[config.mk]
export PLATFORM = sky130hd
export DESIGN_NAME = fifo_narrow_to_wide
export DESIGN_NICKNAME = d
export VERILOG_FILES = /design/src/rtl/fifo_pkg.sv /design/src/rtl/fifo_ctrl_n2w.sv /design/src/rtl/fifo_narrow_to_wide.sv
export SDC_FILE = /design/constraint.sdc
export NUM_CORES = 1
export LEC_CHECK = 0
export ABC_AREA = 1
export CAP_MARGIN = 10
export CORE_MARGIN = 2
export CORE_UTILIZATION = 40
export CTS_BUF_LIST = sky130_fd_sc_hd__clkbuf_4 sky130_fd_sc_hd__clkbuf_8
export DETAILED_ROUTE_END_ITERATION = 8
export PLACE_DENSITY = 0.71
export SYNTH_ARGS = -nofsm -noshare
export SYNTH_HDL_FRONTEND = slang
export SYNTH_SLANG_ARGS = --single-unit
export TNS_END_PERCENT = 100
[constraint.sdc]
create_clock -name clk -period 4.3 [get_ports clk]
set_clock_uncertainty 0.05 [all_clocks]
set_input_delay 0.86 -clock clk [delete_from_list [all_inputs] [get_ports clk]]
set_output_delay 0.86 -clock clk [all_outputs]
set_load 0.01 [all_outputs]
[src/rtl/fifo_pkg.sv]
// Shared defaults for the narrow-to-wide FIFO and the helper that
// gives the read-side word width.
package fifo_pkg;

    localparam int DEFAULT_DATA_WIDTH = 8;
    localparam int DEFAULT_ADDR_WIDTH = 3;

    function automatic int wide_width(input int data_width);
        return 2 * data_width;
    endfunction

endpackage

[src/rtl/fifo_ctrl_n2w.sv]
// Pointer, occupancy and flag control for the narrow-to-wide FIFO.
// The write side advances one narrow entry; the read side advances a pair.
module fifo_ctrl_n2w
    import fifo_pkg::*;
#(
    parameter int ADDR_WIDTH = DEFAULT_ADDR_WIDTH
) (
    input  logic                  clk,
    input  logic                  reset,
    input  logic                  wr,
    input  logic                  rd,
    output logic                  wr_ok,
    output logic [ADDR_WIDTH-1:0] w_ptr,
    output logic [ADDR_WIDTH-2:0] r_ptr,
    output logic                  full,
    output logic                  empty
);

    localparam int CW = ADDR_WIDTH + 1;
    localparam logic [CW-1:0] DEPTH = CW'(1) << ADDR_WIDTH;

    logic [ADDR_WIDTH-1:0] w_ptr_q, w_ptr_d;
    logic [ADDR_WIDTH-2:0] r_ptr_q, r_ptr_d;
    logic [CW-1:0]         count_q, count_d;
    logic                  full_q, full_d;
    logic                  empty_q, empty_d;
    logic                  rd_ok;

    // Requests are judged against the registered flags, so wr and rd in
    // the same cycle are accepted independently.
    always_comb begin
        wr_ok   = wr & ~full_q;
        rd_ok   = rd & ~empty_q;
        w_ptr_d = w_ptr_q;
        r_ptr_d = r_ptr_q;
        if (wr_ok) begin
            w_ptr_d = w_ptr_q + 1'b1;
        end
        if (rd_ok) begin
            r_ptr_d = r_ptr_q + 1'b1;
        end
        count_d = count_q + CW'(wr_ok) - CW'({rd_ok, 1'b0});
        full_d  = (count_d == DEPTH);
        empty_d = (count_d < CW'(2));
    end

    always_ff @(posedge clk or negedge reset) begin
        if (!reset) begin
            w_ptr_q <= '0;
            r_ptr_q <= '0;
            count_q <= '0;
            full_q  <= 1'b0;
            empty_q <= 1'b1;
        end else begin
            w_ptr_q <= w_ptr_d;
            r_ptr_q <= r_ptr_d;
            count_q <= count_d;
            full_q  <= full_d;
            empty_q <= empty_d;
        end
    end

    assign w_ptr = w_ptr_q;
    assign r_ptr = r_ptr_q;
    assign full  = full_q;
    assign empty = empty_q;

endmodule

[src/rtl/fifo_narrow_to_wide.sv]
// FIFO written one narrow word at a time and read two words at a time,
// earliest word in the low half, with first-word fall-through.
module fifo_narrow_to_wide
    import fifo_pkg::*;
#(
    parameter int DATA_WIDTH = DEFAULT_DATA_WIDTH,
    parameter int ADDR_WIDTH = DEFAULT_ADDR_WIDTH
) (
    input  logic                              clk,
    input  logic                              reset,
    input  logic                              wr,
    input  logic [DATA_WIDTH-1:0]             w_data,
    input  logic                              rd,
    output logic [wide_width(DATA_WIDTH)-1:0] r_data,
    output logic                              full,
    output logic                              empty
);

    logic [DATA_WIDTH-1:0] mem_q [2**ADDR_WIDTH];
    logic                  wr_ok;
    logic [ADDR_WIDTH-1:0] w_ptr;
    logic [ADDR_WIDTH-2:0] r_ptr;

    fifo_ctrl_n2w #(
        .ADDR_WIDTH(ADDR_WIDTH)
    ) u_ctrl (
        .clk   (clk),
        .reset (reset),
        .wr    (wr),
        .rd    (rd),
        .wr_ok (wr_ok),
        .w_ptr (w_ptr),
        .r_ptr (r_ptr),
        .full  (full),
        .empty (empty)
    );

    // Storage is never cleared; the pointers and count alone decide what is valid.
    always_ff @(posedge clk) begin
        if (wr_ok) begin
            mem_q[w_ptr] <= w_data;
        end
    end

    assign r_data = {mem_q[{r_ptr, 1'b1}], mem_q[{r_ptr, 1'b0}]};

endmodule

; ---- After elaboration in Yosys (flattened, before gate mapping)
; Memory sizes are Yosys's and may differ from the RTL's.
; Cells that the tools add are included.
[totals]
reg_bits = 11
ramBits = 64
output_inout_bits = 18
elab_cells = 18
memories = 1
[memory_table]
columns = name, words, width, rd, rd_clocked_by_memory_dff, wr, line_no
row1 = mem_q, 8, 8, 2, 0, 1, fifo_narrow_to_wide.sv:19  ; logic [DATA_WIDTH-1:0] mem_q [2**ADDR_WIDTH];
[classes]
n_addsub = 4
order_cmp = 1
n_eq_ne = 1
n_mux = 2
n_bitwise = 4
[ops]
columns = operator, n
row1 = 4-bit by 1-bit adder with 4-bit output, 1
row2 = 4-bit == test (second input constant), 1
row3 = 4-bit by 2-bit less-than comparator with 1-bit output (second input constant), 1
row4 = 4-bit by 2-bit subtractor with 4-bit output, 1
row5 = 3-bit by 1-bit adder with 3-bit output (second input constant), 1
row6 = 2-bit by 1-bit adder with 2-bit output (second input constant), 1
row7 = 1-bit bitwise AND, 2
row8 = 1-bit two-way mux, 2
row9 = 1-bit NOT, 2

; ---- Longest topological paths before layout
; Gate-level depths: netlist of run 1.
[logic_depth]
word_depth = 5
depth_mapped = 10
depth_no_buf = 10

; ---- Modules after synthesis
; A second synthesis of run 1 with hierarchy kept.
[unflattened]
hier_cells = 327
hier_area_um2 = 3331.9
[by_module_without_submodules]
columns = mod, instances, cells_per_inst, area_per_inst_um2, seq_area_each_um2
row1 = fifo_narrow_to_wide, 1, 269, 2791.4, 1921.8
row2 = fifo_ctrl_n2w, 1, 58, 540.5, 276.5

; ---- Worst setup path before layout of run 1
; No wires, ideal clock.
[synth_path]
kind = input-to-reg
startpoint = input rd
endpoint = register u_ctrl.full_q, in the netlist u_ctrl.full
arrival_time_ps = 1985
slack_ps = 2194
cell_stages = 10
path_cell_list = inv_1 nor2_1 inv_1 ha_1 inv_1 ha_1 xnor2_1 nor2_1 nand2_1 nor2_1
[synth_via]
elab_chain_len = 3
[synth_rtl]
columns = element, line_no
row1 = from (decl), fifo_narrow_to_wide.sv:13  ; input logic rd,
row2 = 1-bit bitwise AND, fifo_ctrl_n2w.sv:33  ; rd_ok = rd & ~empty_q;
row3 = 4-bit by 2-bit subtractor with 4-bit output, fifo_ctrl_n2w.sv:42  ; count_d = count_q + CW'(wr_ok) - CW'({rd_ok, 1'b0});
row4 = named net u_ctrl.count_d[2], fifo_ctrl_n2w.sv:24  ; logic [CW-1:0] count_q, count_d;
row5 = 4-bit == test, fifo_ctrl_n2w.sv:43  ; full_d = (count_d == DEPTH);
row6 = named net u_ctrl.full_d, fifo_ctrl_n2w.sv:25  ; logic full_q, full_d;
row7 = to (signal assigned), fifo_ctrl_n2w.sv:58  ; full_q <= full_d;
row8 = to (decl), fifo_ctrl_n2w.sv:25
; The timed path passes the listed nets, and every way through them passes these cells.
; A chain may end at the register's enable or synchronous reset.

; ---- Worst setup path after layout of run 1
[layout_path]
startpoint = register u_ctrl.r_ptr_q[0], in the netlist u_ctrl.r_ptr[0]
endpoint = output r_data[6]
[layout_via]
elab_chain_len = 1
[layout_rtl]
columns = element, line_no
row1 = from (decl), fifo_ctrl_n2w.sv:23  ; logic [ADDR_WIDTH-2:0] r_ptr_q, r_ptr_d;
row2 = from (signal assigned), fifo_ctrl_n2w.sv:56  ; r_ptr_q <= r_ptr_d;
row3 = memory 8 x 8 bit, -
row4 = to (decl), fifo_narrow_to_wide.sv:14  ; output logic [wide_width(DATA_WIDTH)-1:0] r_data,
; No other way between the ends.

==> results of run 1 <==
## synth_stat cells, drive strengths merged
library cell	instances
nand2	19
nor2	45
ha	5
xor2	3
dfstp	1
nand3	2
inv	16
buf	9
edfxtp	64
or2	1
xnor2	2
o22ai	16
o21ai	34
dfrtp	10
## kinds of logic after synthesis
logic type	synth area share, %
flops	73.5
compound gates	9.04
simple gates	9.25
xor+xnor	1.46
buf+inv	4.64
fa+ha+maj	2.09
## power breakdown
group / total [mW] / internal (mW) / switching (mW)
Combinational: 0.900 / 0.397 / 0.503
Sequential: 1.01 / 0.922 / 0.0832
Clock: 0.572 / 0.328 / 0.244
Total: 2.48 / 1.65 / 0.829
## cell type report
| class | count | area [um^2] | share of cell area, % |
|---|---|---|---|
| clock inverters | 6 | 80.1 | 2.26 |
| flip-flops and latches | 75 | 2200 | 62.0 |
| inverters | 16 | 62.6 | 1.76 |
| well taps | 99 | 124 | 3.49 |
| clock buffers | 10 | 131 | 3.70 |
| multi-input cells | 127 | 653 | 18.4 |
| repair buffers | 30 | 298 | 8.40 |
## path summary, 6_finish.rpt
kind | endpoint | slack (ns) | cells past startpoint
max in group asynchronous | u_ctrl.empty | 3.02 | 1
max reg2reg | mem_q[7][4] | 2.48 | 3
max | r_data[6] | 1.14 | 4
min in group asynchronous | u_ctrl.count_q[3] | 0.81 | 1
min | u_ctrl.count_q[0] | 0.46 | 1
min reg2reg | u_ctrl.count_q[0] | 0.46 | 1
## routing by layer
metal	wire length (um)	vias up
met2	2720	35
li1	-	872
met5	0	-
met1	2470	849
met3	193	7
met4	76	0
## worst max-delay path, cell delays in order, from the launching register on
cell and delay (ns):
dfrtp_1 0.66, buf_4 0.31, o21ai_0 0.13, o22ai_1 0.23, clkdlybuf4s50_1 0.57
## registers in the layout, indices dropped and copies added, names as in the netlist
signal	cells
mem_q	64
u_ctrl.r_ptr	2
u_ctrl.w_ptr	3
u_ctrl.count_q	4
u_ctrl.empty	1
u_ctrl.full	1
## per-stage QoR
step	hold WS, ns	instance area (um^2)
floorplan	0.427	2990
global placement	0.435	3340
detailed placement	0.445	3340
CTS	0.462	3550
global route	0.481	3550
finish	0.461	3550
==> results_dict.tcl, run 1 <==
set metrics [dict create \
    mostFrequentLayoutCell "edfxtp_1" \
    grt_usage_pct 14.4 \
    finalSetupViolCount 0 \
    fmax_mhz 317 \
    met3_usage_pct 3.51 \
    crit_start "u_ctrl.r_ptr[0]" \
    layout-drive-gt1-share_pct 9.47 \
    clock-sinks 75 \
    ys_seq_area_share_pct 73.5 \
    syn_inst 227 \
    cts-hold-fix-buffers 0 \
    critPathLaunchType "flip-flop" \
    grt-busiest-layer "met2" \
    dieArea_mm2 0.00818 \
    cellPowerDensity_mw_per_mm2 698 \
    core_region_area_mm2 0.00725 \
    grt_overflow 0 \
    relSlewSlack_pct 42.1 \
    synthesis.area_mm2 0.00299 \
    cts_tree "yes" \
    worst_slack_ns 1.14 \
    rows 31 \
    antenna_cells 0 \
    worstSetupPathType "reg2out" \
    dpl.hpwl_mm 3.35 \
    wl_per_cell_um 15.0 \
    nFillCells 636 \
    numCtsBuffers 9 \
    grt_pass1_wl_mm 8.77 \
    rsz0062_at_grt "false" \
    dr.pass1.iters 4 \
    hp-start "u_ctrl.count_q[0]" \
    layout_min_cycle_time_ns 3.16 \
    period_share_pct 73.4 \
    io_buffer_count 29 \
    maxCapViolations 0 \
    synth_top_area_share_pct 64.3 \
    cts-root-buf "clkbuf_8" \
    h-tree-depth 3 \
    io_pins 30 \
    drt_drc_violations_left 0 \
    post-cts-setup-buffers 0 \
    critical_path_arrival_ns 2.25 \
    cts_resized 0 \
    grt_pass1_vias 1755 \
    fin_setup_tns_ns 0 \
    drt_iter0_drc 135 \
    post-place-ws_ns 1.49 \
    synthTopCellsByArea "edfxtp_1 64%, dfrtp_1 8.4%, nor2_1 5.0%" \
    finish.utilization_pct 48.9 \
    synth.ff_latch_count 75 \
    worstSkewPairLatency_ns 0.34 \
    p_leak_nw 1.26 \
    clkTransAtPathRegs_ns 0.07 \
    syn-num-nets 244 \
    place_congestion 0.721 \
    ys_warn_count 0 \
    ant_nets 0 \
    min_path_type "reg2reg" \
    peakVddDrop_uv 247 \
    grt_max_degree 33 \
    area_growth_pct 18.6 \
    layout_common_cells "64 x edfxtp_1, 40 x nor2_1, 30 x o21ai_0" \
    status "finished, final reports clean" \
    final_nets 276 \
    synth.avg_cell_area_um2 13.2 \
    worst_setup_path_end_kind "primary output" \
    fp.dieH_um 90.5 \
    dieWidth_um 90.5 \
    num_vias 1763 \
    vias_per_cell 4.86 \
    finalHoldViolations 0 \
    slew_violations 0 \
    power_mw 2.48 \
    start_util_pct 41.2 \
    antenna_found_initial 0 \
    use_met1_pct 18.1 \
    yosysTopAreaCell "edfxtp_1" \
    fin_cells 363 \
    required_ns 3.39 \
    grt_use_met2_pct 22.6 \
    finalWirelength_mm 5.46 \
    cts_buffer_depth 2 \
    critPathMaxFanout 20 \
    placed_cells 347 \
    worst_pin_slew_ns 0.866 \
    synth_cell_types 21 \
    rr_startpoint "u_ctrl.full" \
]
No activity file was read; power rests on OpenSTA's default activity.
==> run 2: changes to the inputs <==
PLACE_DENSITY = 0.74   (was 0.71)
clock period = 2.6 ns   (was 4.3 ns; I/O delays follow)
==> run 2 against run 1 <==
Against the previous run:
- first-iteration DRC count decreased by 2.2%
- final cell count increased by 3.9%
- utilization increased by 1.4 points
- hold slack got worse by 0.019 ns
- largest power group is now combinational logic
- setup slack got worse by 1.0 ns
- critical path type unchanged
- largest cell class unchanged
- sequential power increased by 61%
- critical endpoint is now r_data[11]
==> results_dict.tcl, run 2 (synthesized netlist as in run 1, its figures left out) <==
set metrics [dict create \
    vias_per_cell 4.78 \
    p_switching_mw 1.42 \
    fin_setup_tns_ns 0 \
    rsz0062_at_grt "false" \
    layout-drive-gt1-share_pct 14.7 \
    p_leak_nw 1.33 \
    worst_pin_slew_ns 0.472 \
    grt_pass1_wl_mm 8.99 \
    cp_slowest_cell "clkdlybuf4s50_1" \
    cts-hold-fix-buffers 0 \
    relSlewSlack_pct 68.4 \
    wl_per_cell_um 14.8 \
    fp.dieH_um 90.5 \
    dieWidth_um 90.5 \
    critical_path_arrival_ns 1.93 \
    dr.pass1.iters 4 \
    grt_pass1_vias 1761 \
    min_path_type "in2async" \
    dpl_cell_area_mm2 0.00343 \
    rows 31 \
    required_ns 2.03 \
    numCtsBuffers 9 \
    start_util_pct 41.2 \
    top_register "mem_q" \
    dieArea_mm2 0.00818 \
    cellPowerDensity_mw_per_mm2 1140 \
    worstSkewPairLatency_ns 0.35 \
    maxCapViolations 0 \
    fmax_mhz 400 \
    critPathMaxFanout 11 \
    worstSetupPathType "reg2out" \
    core_region_area_mm2 0.00725 \
    peakVddDrop_uv 536 \
    place_congestion 0.766 \
    drt_iter0_drc 132 \
    grt_overflow 0 \
    antenna_found_initial 0 \
    p_comb_share_pct 39.5 \
    antenna_cells 0 \
    stdcell_area_mm2 0.00365 \
    critPathMaxStageDelay_ns 0.57 \
    largest_reg_flops 64 \
    pwr-share-seq_pct 39.4 \
    io_buffer_count 29 \
    layout_common_cells "64 x edfxtp_1, 40 x nor2_1, 30 x o21ai_0" \
    internal_power_mw 2.72 \
    drt_drc_violations_left 0 \
    regArea_mm2 0.00220 \
    switching_share_pct 34.2 \
    h-tree-depth 3 \
    nFillCells 628 \
    period_share_pct 96.1 \
    cts_tree "yes" \
    final_nets 290 \
    grt_max_degree 33 \
    area_growth_pct 21.9 \
    finalHoldViolations 0 \
    critPathLaunchType "flip-flop" \
    layout_min_cycle_time_ns 2.50 \
    worst_slack_ns 0.100 \
    worstPathCellList "buf_4 > o21ai_0 > o22ai_1 > clkdlybuf4s50_1" \
    mostFrequentLayoutCell "edfxtp_1" \
    finalWirelength_mm 5.59 \
    ant_nets 0 \
    io_pins 30 \
    dpl.hpwl_mm 3.68 \
    finish.utilization_pct 50.3 \
    clock-sinks 75 \
    hold_slack_ns 0.442 \
    post-place-ws_ns 0.228 \
    worst_setup_path_end_kind "primary output" \
    slew_violations 0 \
    clkTransAtPathRegs_ns 0.07 \
    critPathTopFamily "buffers and inverters" \
    cts-root-buf "clkbuf_8" \
    status "finished, final reports clean" \
    pwr-share-clk_pct 21.1 \
    grt_usage_pct 14.6 \
    cts_buffer_depth 2 \
    multi_input_area_um2 653 \
    num_vias 1803 \
    crit_buf_inv 2 \
    finalSetupViolCount 0 \
]
run 2: final cells by class:
type	count	area share, %
clock inverter	6	1.75
timing repair buffer	44	11.1
tap	99	3.40
clock buffer	10	3.60
multi-input combinational	127	17.9
inverter	16	1.89
sequential	75	60.3
run 2: metrics by stage:
step | cells | total power [mW]
after floorplan | 227 | 2.63
final | 377 | 4.14
after global routing | 377 | 4.42
after CTS | 375 | 4.17
after detailed placement | 359 | 3.28
after global placement | 359 | 3.23
run 2: routing by layer:
metal | track usage, % | part of all wire [%] | vias up
met5 | 0 | 0 | -
met4 | 6.92 | 2.1 | 0
met3 | 5.01 | 5.5 | 11
met2 | 22.5 | 47 | 52
met1 | 18.6 | 45 | 845
li1 | - | - | 895
run 2: timing repair:
action,CTS,global route
buffers inserted,0,2
resized for setup,2,3
endpoints found under the setup margin,12,9
gates cloned,0,0
run 2: final timing paths:
path / from / depth (start not counted) / end / slack, ns
setup / recovery: u_ctrl.r_ptr[0] / 4 / r_data[11] / 0.10
hold / removal: reset / 1 / u_ctrl.r_ptr[1] / 0.44
setup reg to reg: u_ctrl.empty / 9 / u_ctrl.empty / 0.87
hold reg to reg: u_ctrl.count_q[0] / 1 / u_ctrl.count_q[0] / 0.46
max in group asynchronous: reset / 1 / u_ctrl.empty / 1.71
min in group clk: u_ctrl.count_q[0] / 1 / u_ctrl.count_q[0] / 0.46
run 2: power by group through the flow:
stage | logic (mW) | registers, mW | clock network [mW]
3_5_place_dp | 1.62 | 1.66 | 0
4_1_cts | 1.63 | 1.63 | 0.907
6_report | 1.64 | 1.63 | 0.875
3_3_place_gp | 1.58 | 1.65 | 0
2_1_floorplan | 1.01 | 1.62 | 0
5_1_grt | 1.82 | 1.65 | 0.944
